===== config.mk =====
export PLATFORM = sky130hd
export DESIGN_NAME = regfile_scoreboard
export DESIGN_NICKNAME = d
export VERILOG_FILES = /design/src/rtl/regfile_scoreboard.sv
export SDC_FILE = /design/constraint.sdc
export NUM_CORES = 2
export LEC_CHECK = 0
export ABC_AREA = 1
export BUFFER_PORTS_ARGS = -buffer_cell sky130_fd_sc_hd__clkbuf_2
export CAP_MARGIN = 25
export CORE_UTILIZATION = 30
export DETAILED_ROUTE_END_ITERATION = 10
export GPL_TIMING_DRIVEN = 1
export PLACE_DENSITY = 0.4
export SKIP_LAST_GASP = 1
export SYNTH_ARGS = -nofsm -noshare
export SYNTH_HDL_FRONTEND = slang
export SYNTH_SLANG_ARGS = --single-unit
export TNS_END_PERCENT = 30

===== constraint.sdc =====
create_clock -name clk -period 3.83 [get_ports clk]
set_clock_uncertainty 0.15 [all_clocks]
set_input_delay 0.5745 -clock clk [delete_from_list [all_inputs] [get_ports clk]]
set_output_delay 0.5745 -clock clk [all_outputs]
set_load 0.05 [all_outputs]

===== src/rtl/regfile_scoreboard.sv =====
// MIPS register file with a per-register pending-write counter scoreboard.
// Optional same-cycle writeback-to-read forwarding is enabled by defining REGFILE_WB_BYPASS_EN.
module regfile_scoreboard #(
    parameter int NUM_REGS = 32,
    parameter int DATA_W   = 32,
    parameter int ADDR_W   = $clog2(NUM_REGS),
    parameter int PEND_W   = 2
) (
    input  logic              clk,
    input  logic              reset,
    input  logic [ADDR_W-1:0] rd_addr1,
    input  logic [ADDR_W-1:0] rd_addr2,
    output logic [DATA_W-1:0] rd_data1,
    output logic [DATA_W-1:0] rd_data2,
    output logic              rd_ready1,
    output logic              rd_ready2,
    input  logic              issue_en,
    input  logic              issue_dst_sel,
    input  logic [ADDR_W-1:0] issue_rt,
    input  logic [ADDR_W-1:0] issue_rd,
    output logic              issue_full,
    input  logic              wb_en,
    input  logic [ADDR_W-1:0] wb_addr,
    input  logic [DATA_W-1:0] wb_data,
    output logic              err_underflow
);

    localparam logic [PEND_W-1:0] PEND_MAX = {PEND_W{1'b1}};

    logic [DATA_W-1:0] regs_q [NUM_REGS];
    logic [DATA_W-1:0] regs_d [NUM_REGS];
    logic [PEND_W-1:0] pend_q [NUM_REGS];
    logic [PEND_W-1:0] pend_d [NUM_REGS];
    logic              err_q;
    logic              err_d;

    logic [ADDR_W-1:0]   dst;
    logic                dst_nz;
    logic                wb_valid;
    logic                wb_hits_dst;
    logic                issue_acc;
    logic [NUM_REGS-1:0] inc_v;
    logic [NUM_REGS-1:0] dec_v;

    // A writeback to the saturated destination frees a slot in the same cycle.
    always_comb begin
        dst         = issue_dst_sel ? issue_rd : issue_rt;
        dst_nz      = (dst != '0);
        wb_valid    = wb_en && (wb_addr != '0);
        wb_hits_dst = wb_valid && (wb_addr == dst);
        issue_full  = issue_en && dst_nz && (pend_q[dst] == PEND_MAX) && !wb_hits_dst;
        issue_acc   = issue_en && dst_nz && !issue_full;
    end

    always_comb begin
        inc_v = '0;
        dec_v = '0;
        for (int r = 0; r < NUM_REGS; r++) begin
            inc_v[r]  = issue_acc && (dst == ADDR_W'(r));
            dec_v[r]  = wb_valid && (wb_addr == ADDR_W'(r));
            pend_d[r] = pend_q[r];
            regs_d[r] = regs_q[r];
            if (inc_v[r] && !dec_v[r]) begin
                pend_d[r] = pend_q[r] + PEND_W'(1);
            end else if (dec_v[r] && !inc_v[r] && (pend_q[r] != '0)) begin
                pend_d[r] = pend_q[r] - PEND_W'(1);
            end
            if (dec_v[r]) begin
                regs_d[r] = wb_data;
            end
        end
    end

    // Underflow only when nothing was outstanding and no issue lands on the same register.
    always_comb begin
        err_d = err_q;
        if (wb_valid && (pend_q[wb_addr] == '0) && !(issue_acc && (dst == wb_addr))) begin
            err_d = 1'b1;
        end
    end

    always_ff @(posedge clk) begin
        if (reset) begin
            for (int r = 0; r < NUM_REGS; r++) begin
                regs_q[r] <= '0;
                pend_q[r] <= '0;
            end
            err_q <= 1'b0;
        end else begin
            for (int r = 0; r < NUM_REGS; r++) begin
                regs_q[r] <= regs_d[r];
                pend_q[r] <= pend_d[r];
            end
            err_q <= err_d;
        end
    end

    always_comb begin
        rd_data1  = (rd_addr1 == '0) ? '0 : regs_q[rd_addr1];
        rd_data2  = (rd_addr2 == '0) ? '0 : regs_q[rd_addr2];
        rd_ready1 = (rd_addr1 == '0) || (pend_q[rd_addr1] == '0);
        rd_ready2 = (rd_addr2 == '0) || (pend_q[rd_addr2] == '0);
`ifdef REGFILE_WB_BYPASS_EN
        // The retiring writeback completes the last outstanding write when pend <= 1.
        if (wb_valid && (wb_addr == rd_addr1)) begin
            rd_data1  = wb_data;
            rd_ready1 = (pend_q[rd_addr1] <= PEND_W'(1));
        end
        if (wb_valid && (wb_addr == rd_addr2)) begin
            rd_data2  = wb_data;
            rd_ready2 = (pend_q[rd_addr2] <= PEND_W'(1));
        end
`endif
    end

    assign err_underflow = err_q;

endmodule


Word level (Yosys, flattened, before mapping)
Memory sizes are Yosys's and may differ from the RTL's.
Index checks and enable logic that the tools add are counted.
- output and inout bits: 68
- memory bits (writable): 1088
- word-level logic and storage cells: 705
- input port bits: 62
- register bits: 1
- memories: 2
- reductions and logical operators: 311
- muxes and demuxes: 166
- bitwise logic cells: 64
- $add $sub $neg: 64
- equal/unequal tests: 97
- memory list (name ; depth ; bits a word ; rd ports ; clocked after Yosys merged registers in ; write ports ; line ; source):
    regs_q ; 32 ; 32 ; 2 ; 0 ; 32 ; 30 ; logic [DATA_W-1:0] regs_q [NUM_REGS];
    pend_q ; 32 ; 2 ; 36 ; 0 ; 32 ; 32 ; logic [PEND_W-1:0] pend_q [NUM_REGS];
- operators with widths (operator ; number):
    $mux 32 ; 66
    $mux 2 ; 96
    $logic_and 1x1->1 ; 169
    $eq 5x5->1 const B ; 32
    $eq 5x4->1 const B ; 16
    $logic_not 1->1 ; 67
    $add 2x1->2 const B ; 32
    $or 1x1->1 ; 64
    $reduce_and 2->1 ; 32
    $reduce_bool 2->1 ; 32
    $sub 2x1->2 const B ; 32
    $eq 5x3->1 const B ; 8
    $ne 1x1->1 const B ; 32
    $eq 5x2->1 const B ; 4
    $logic_not 5->1 ; 4
    $eq 5x1->1 const B ; 2
    $eq 5x5->1 ; 2
    $reduce_bool 5->1 ; 2
    $logic_not 2->1 ; 3
    $mux 5 ; 1
    $mux 1 ; 3
    $eq 2x2->1 const B ; 1
    $logic_or 1x1->1 ; 2

Depth between registers and ports, before layout
- depth after elaboration: 14
- depth in mapped cells: 21

Worst setup path after synthesis
OpenSTA, ideal clock, no wires.
- path kind: input to output
- start: input rd_addr1[0]
- end: output rd_data1[17]
- data arrival time: 3245 ps
- stages: 9
- path slack: -139 ps
- path buffers: 4
- data required time: 3105 ps
- cells stage by stage: buf_2 -> inv_2 -> clkbuf_1 -> clkbuf_1 -> buf_1 -> nor2_1 -> o22ai_1 -> nand2_1 -> a311oi_1
- cells in the longest elaborated chain, start to end: 2
- elaborated cells between the ends (all ways): 3
- classes of those cells: mux: 1; reduce/logical: 1; memory: 1
- RTL lines (element ; line ; source):
    start, declared ; 11 ; input logic [ADDR_W-1:0] rd_addr1,
    $mem_v2 32x32 / $logic_not 5->1 (equally long branches) ; - ;
    $mux 32 * ; 99 ; rd_data1 = (rd_addr1 == '0) ? '0 : regs_q[rd_addr1];
    end, declared ; 13 ; output logic [DATA_W-1:0] rd_data1,
Mark *: on every way between the ends. The rest lies on a longest branch, timed or not.

Worst setup path after layout
- start: input rd_addr1[0]
- end: output rd_data1[10]
Same word-level chain as after synthesis.

==> results.cfg <==
[worst_setup_path]
crit_path_max_fanout = 26
crit_chain = buf_8 > inv_8 > buf_12 > buf_12 > buf_12 > buf_12 > o21ai_0 > o221ai_1 > a31oi_1 > buf_4 > a311oi_1 > buf_4 > buf_12
slowest_delay_ns = 0.27
end_kind = primary output
critical_path_required_ns = 3.11
path_common_cell = buf_12
cp_top_family = buffers and inverters
cp.arrival_ns = 3.15
critPathBufInv = 9
crit_slowest_cell = o221ai_1
critPathLaunchType = input port
critical_path_class = in2out

[synthesis]
async_flop_share = 0
synthFlopType = edfxtp_1
ys_types = 46
synth_most_common_cell = nor2_1
synth_simple_gate_area_frac = 0.1821
synthCells = 6511
ys_top_cells_by_count = nor2_1, o21ai_0, edfxtp_1
synth_xor_area_frac = 0.0001532
syn_area_um2 = 57180
synth_top_area_frac = 0.5378
synth_edf_count = 1024
synth-adder-area-share = 0
synth_compound_area_frac = 0.1980
yosys.area.top_type = edfxtp_1
synth_mux_area_frac = 0.001575
synth-seq-cells = 1089
avgSynthCellArea_um2 = 8.782
synth_top_family_by_area = compound AO/OA/AOI/OAI gates
ys_top_cells_by_area = edfxtp_1, nor2_1, o21ai_0, o221ai_1, nand2_1
yosysWarnings = 0
ys_seq_area_frac = 0.5605

[drt]
ant_nets = 0
post_drt_wl_per_cell_um = 30.39
dr.pass1.iters = 6
dr_total_vias = 53460
drc = 0
avgViaCountPerCell = 5.771
drt_iter0_drc = 6208
wl_um = 281500

[floorplan]
ios = 130
die-height_um = 438.6
num_rows = 159
die_area_um2 = 192400
coreArea_um2 = 188600
start_util = 0.3032
die_x_um = 438.6

[clock_network]
cts-root-buf = clkbuf_16
cts.path.max_buffers = 3
clk_latency_ns = 0.79
cts_tree = yes
cts_buffers = 137
clkTransAtPathRegs_ns = 0.05
cts_sinks = 1089
cts_hold_buf = 0
cts_max_level = 4

[global_routing]
grt_max_degree = 87
grt_use_total = 0.2852
grt_remaining_overflow = 0
grt_pass1_vias = 50810
grt_pass1_wl_um = 392300
antenna_found_initial = 5

[sta]
rsz0062_at_grt = yes
setup_slack_ns = -0.04455
post-route-period-util = 1.012
final_max_slew_viol_count = 0
finalSetupTns_ns = -0.04455
period_minus_slack_ns = 3.875
timing.slew.headroom = 0.2908
setup_viol = 1
fmax_mhz = 258.1
worst_pin_slew_ns = 1.057
final_hold_viol_count = 0

[layout]
seqCellArea_um2 = 32050
nFillCells = 19000
area_growth_pct = 20.03
nets = 6728
multi_input_area_um2 = 22130
drive_above_1_share = 0.1231
stdcell_area_um2 = 68630

[hold_path]
hold_path.class = in2reg

[power_and_ir_drop]
p_leak_uw = 0.02411
p_per_area_nw_per_um2 = 464.3
ir_worst_vdd_mv = 0.3117
report.power.total_uw = 31870

[placed_design]
dp_hpwl_um = 173600
io_buffers = 129
gp_congestion = 0.8855
placed_area_um2 = 64520

[run_status]
failed_checks = setup timing
status = complete, but fails checks

[job]
drv_cap = 0
-- what timing repair did --
item	in CTS	in global routing
pin swaps	0	0
endpoints found under the setup margin	8	12
gates resized for setup	2	4
setup buffers	0	0
hold endpoints to repair	0	0
-- per-stage QoR --
stage               worst slack [ns]  instances  hold WS (ns)  utilization
detailed placement          -0.09952       9022        0.2933       0.3421
finish                      -0.04455       9263       0.09458       0.3639
floorplan                   -0.09704       6542        0.2749            -
global placement             -0.1070       9022        0.2936       0.3421
CTS                         -0.08560       9262       0.06547       0.3638
global route                 -0.1141       9263        0.1117       0.3639
-- per-layer routing --
layer	GRT usage	vias up	share of wire	routed length, um
li1	-	23410	-	-
met1	0.3767	26820	0.42	117700
met2	0.4607	2671	0.46	130000
met3	0.03943	559	0.069	19520
met4	0.1337	2	0.051	14330
met5	0	-	0.000046	13
-- worst reg2reg max path, cell delays in order (launching register included) --
cell	delay, ns
dfxtp_1	0.33
inv_1	0.19
nand3_1	0.15
nand2_1	0.09
nand2_1	0.05
nand2_1	0.06
nand2_1	0.05
nand2_1	0.06
nor2_1	0.04
nand3_1	0.14
nand2_1	0.11
nand2_4	0.10
nand2_2	0.08
inv_2	0.44
nand4_1	0.23
a21oi_1	0.20
-- layout make-up --
| class | count | share of cell area |
|---|---|---|
| multi-input cells | 4599 | 0.3224 |
| well taps | 2495 | 0.04548 |
| clock inverters | 71 | 0.006618 |
| clock buffers | 169 | 0.05294 |
| flip-flops and latches | 1089 | 0.4670 |
| diodes | 1 | 0.00003646 |
| repair buffers | 549 | 0.08907 |
| inverters | 290 | 0.01650 |
-- worst paths after layout --
| path | depth (start not counted) | slack, ns | start | to |
|---|---|---|---|---|
| setup reg to reg | 15 | 1.30 | pend_q[11][0]$_SDFFE_PP0P_ | pend_q[11][1]$_SDFFE_PP0P_ |
| hold / removal | 3 | 0.09 | reset | pend_q[0][0]$_SDFFE_PP0P_ |
| setup / recovery | 13 | -0.04 | rd_addr1[0] | rd_data1[10] |
| hold reg to reg | 2 | 0.30 | err_underflow$_SDFFE_PP0P_ | err_underflow$_SDFFE_PP0P_ |
-- report_power, final --
part | switching [uW] | internal [uW]
combinational | 3690 | 1620
sequential | 392 | 13900
clock | 5400 | 6910
-- sequential cells by signal, summed over array words and instances (netlist names) --
name / flops
err_underflow: 1
pend_q: 64
regs_q: 1024
-- cells in the final DEF, fill, tap and decap left out, types with 12 or more instances in the layout --
cell,synthesis,routed
nor2_1,1721,1718
o21ai_0,1067,1065
edfxtp_1,1024,1024
nand2_1,540,509
buf_4,4,310
nand3_1,250,249
a21oi_1,243,243
o221ai_1,232,232
inv_1,230,224
buf_12,0,169
o22ai_1,161,161
clkbuf_16,0,141
o211ai_1,73,73
clkinv_1,53,67
dfxtp_1,65,65
clkbuf_2,0,64
a31oi_1,56,55
nor3_1,40,40
nand4_1,36,36
nand2_2,4,35
conb_1,1,32
o21ai_1,29,31
clkinv_2,0,28
clkbuf_1,478,28
a211oi_1,25,25
inv_2,6,22
nand3_2,13,14
a311oi_1,21,13
a2bb2oi_1,12,12
-- cells by family (layout without fill, tap and decap cells) --
family	after synthesis	in the layout
buffers and inverters	854	1079
DFF	1089	1089
xor gates and xnor gates	1	1
other	1	33
muxes	9	9
AOI/OAI and AO/OA	1944	1944
and+or+nand+nor	2613	2613
(Power assumes the default switching activity.)
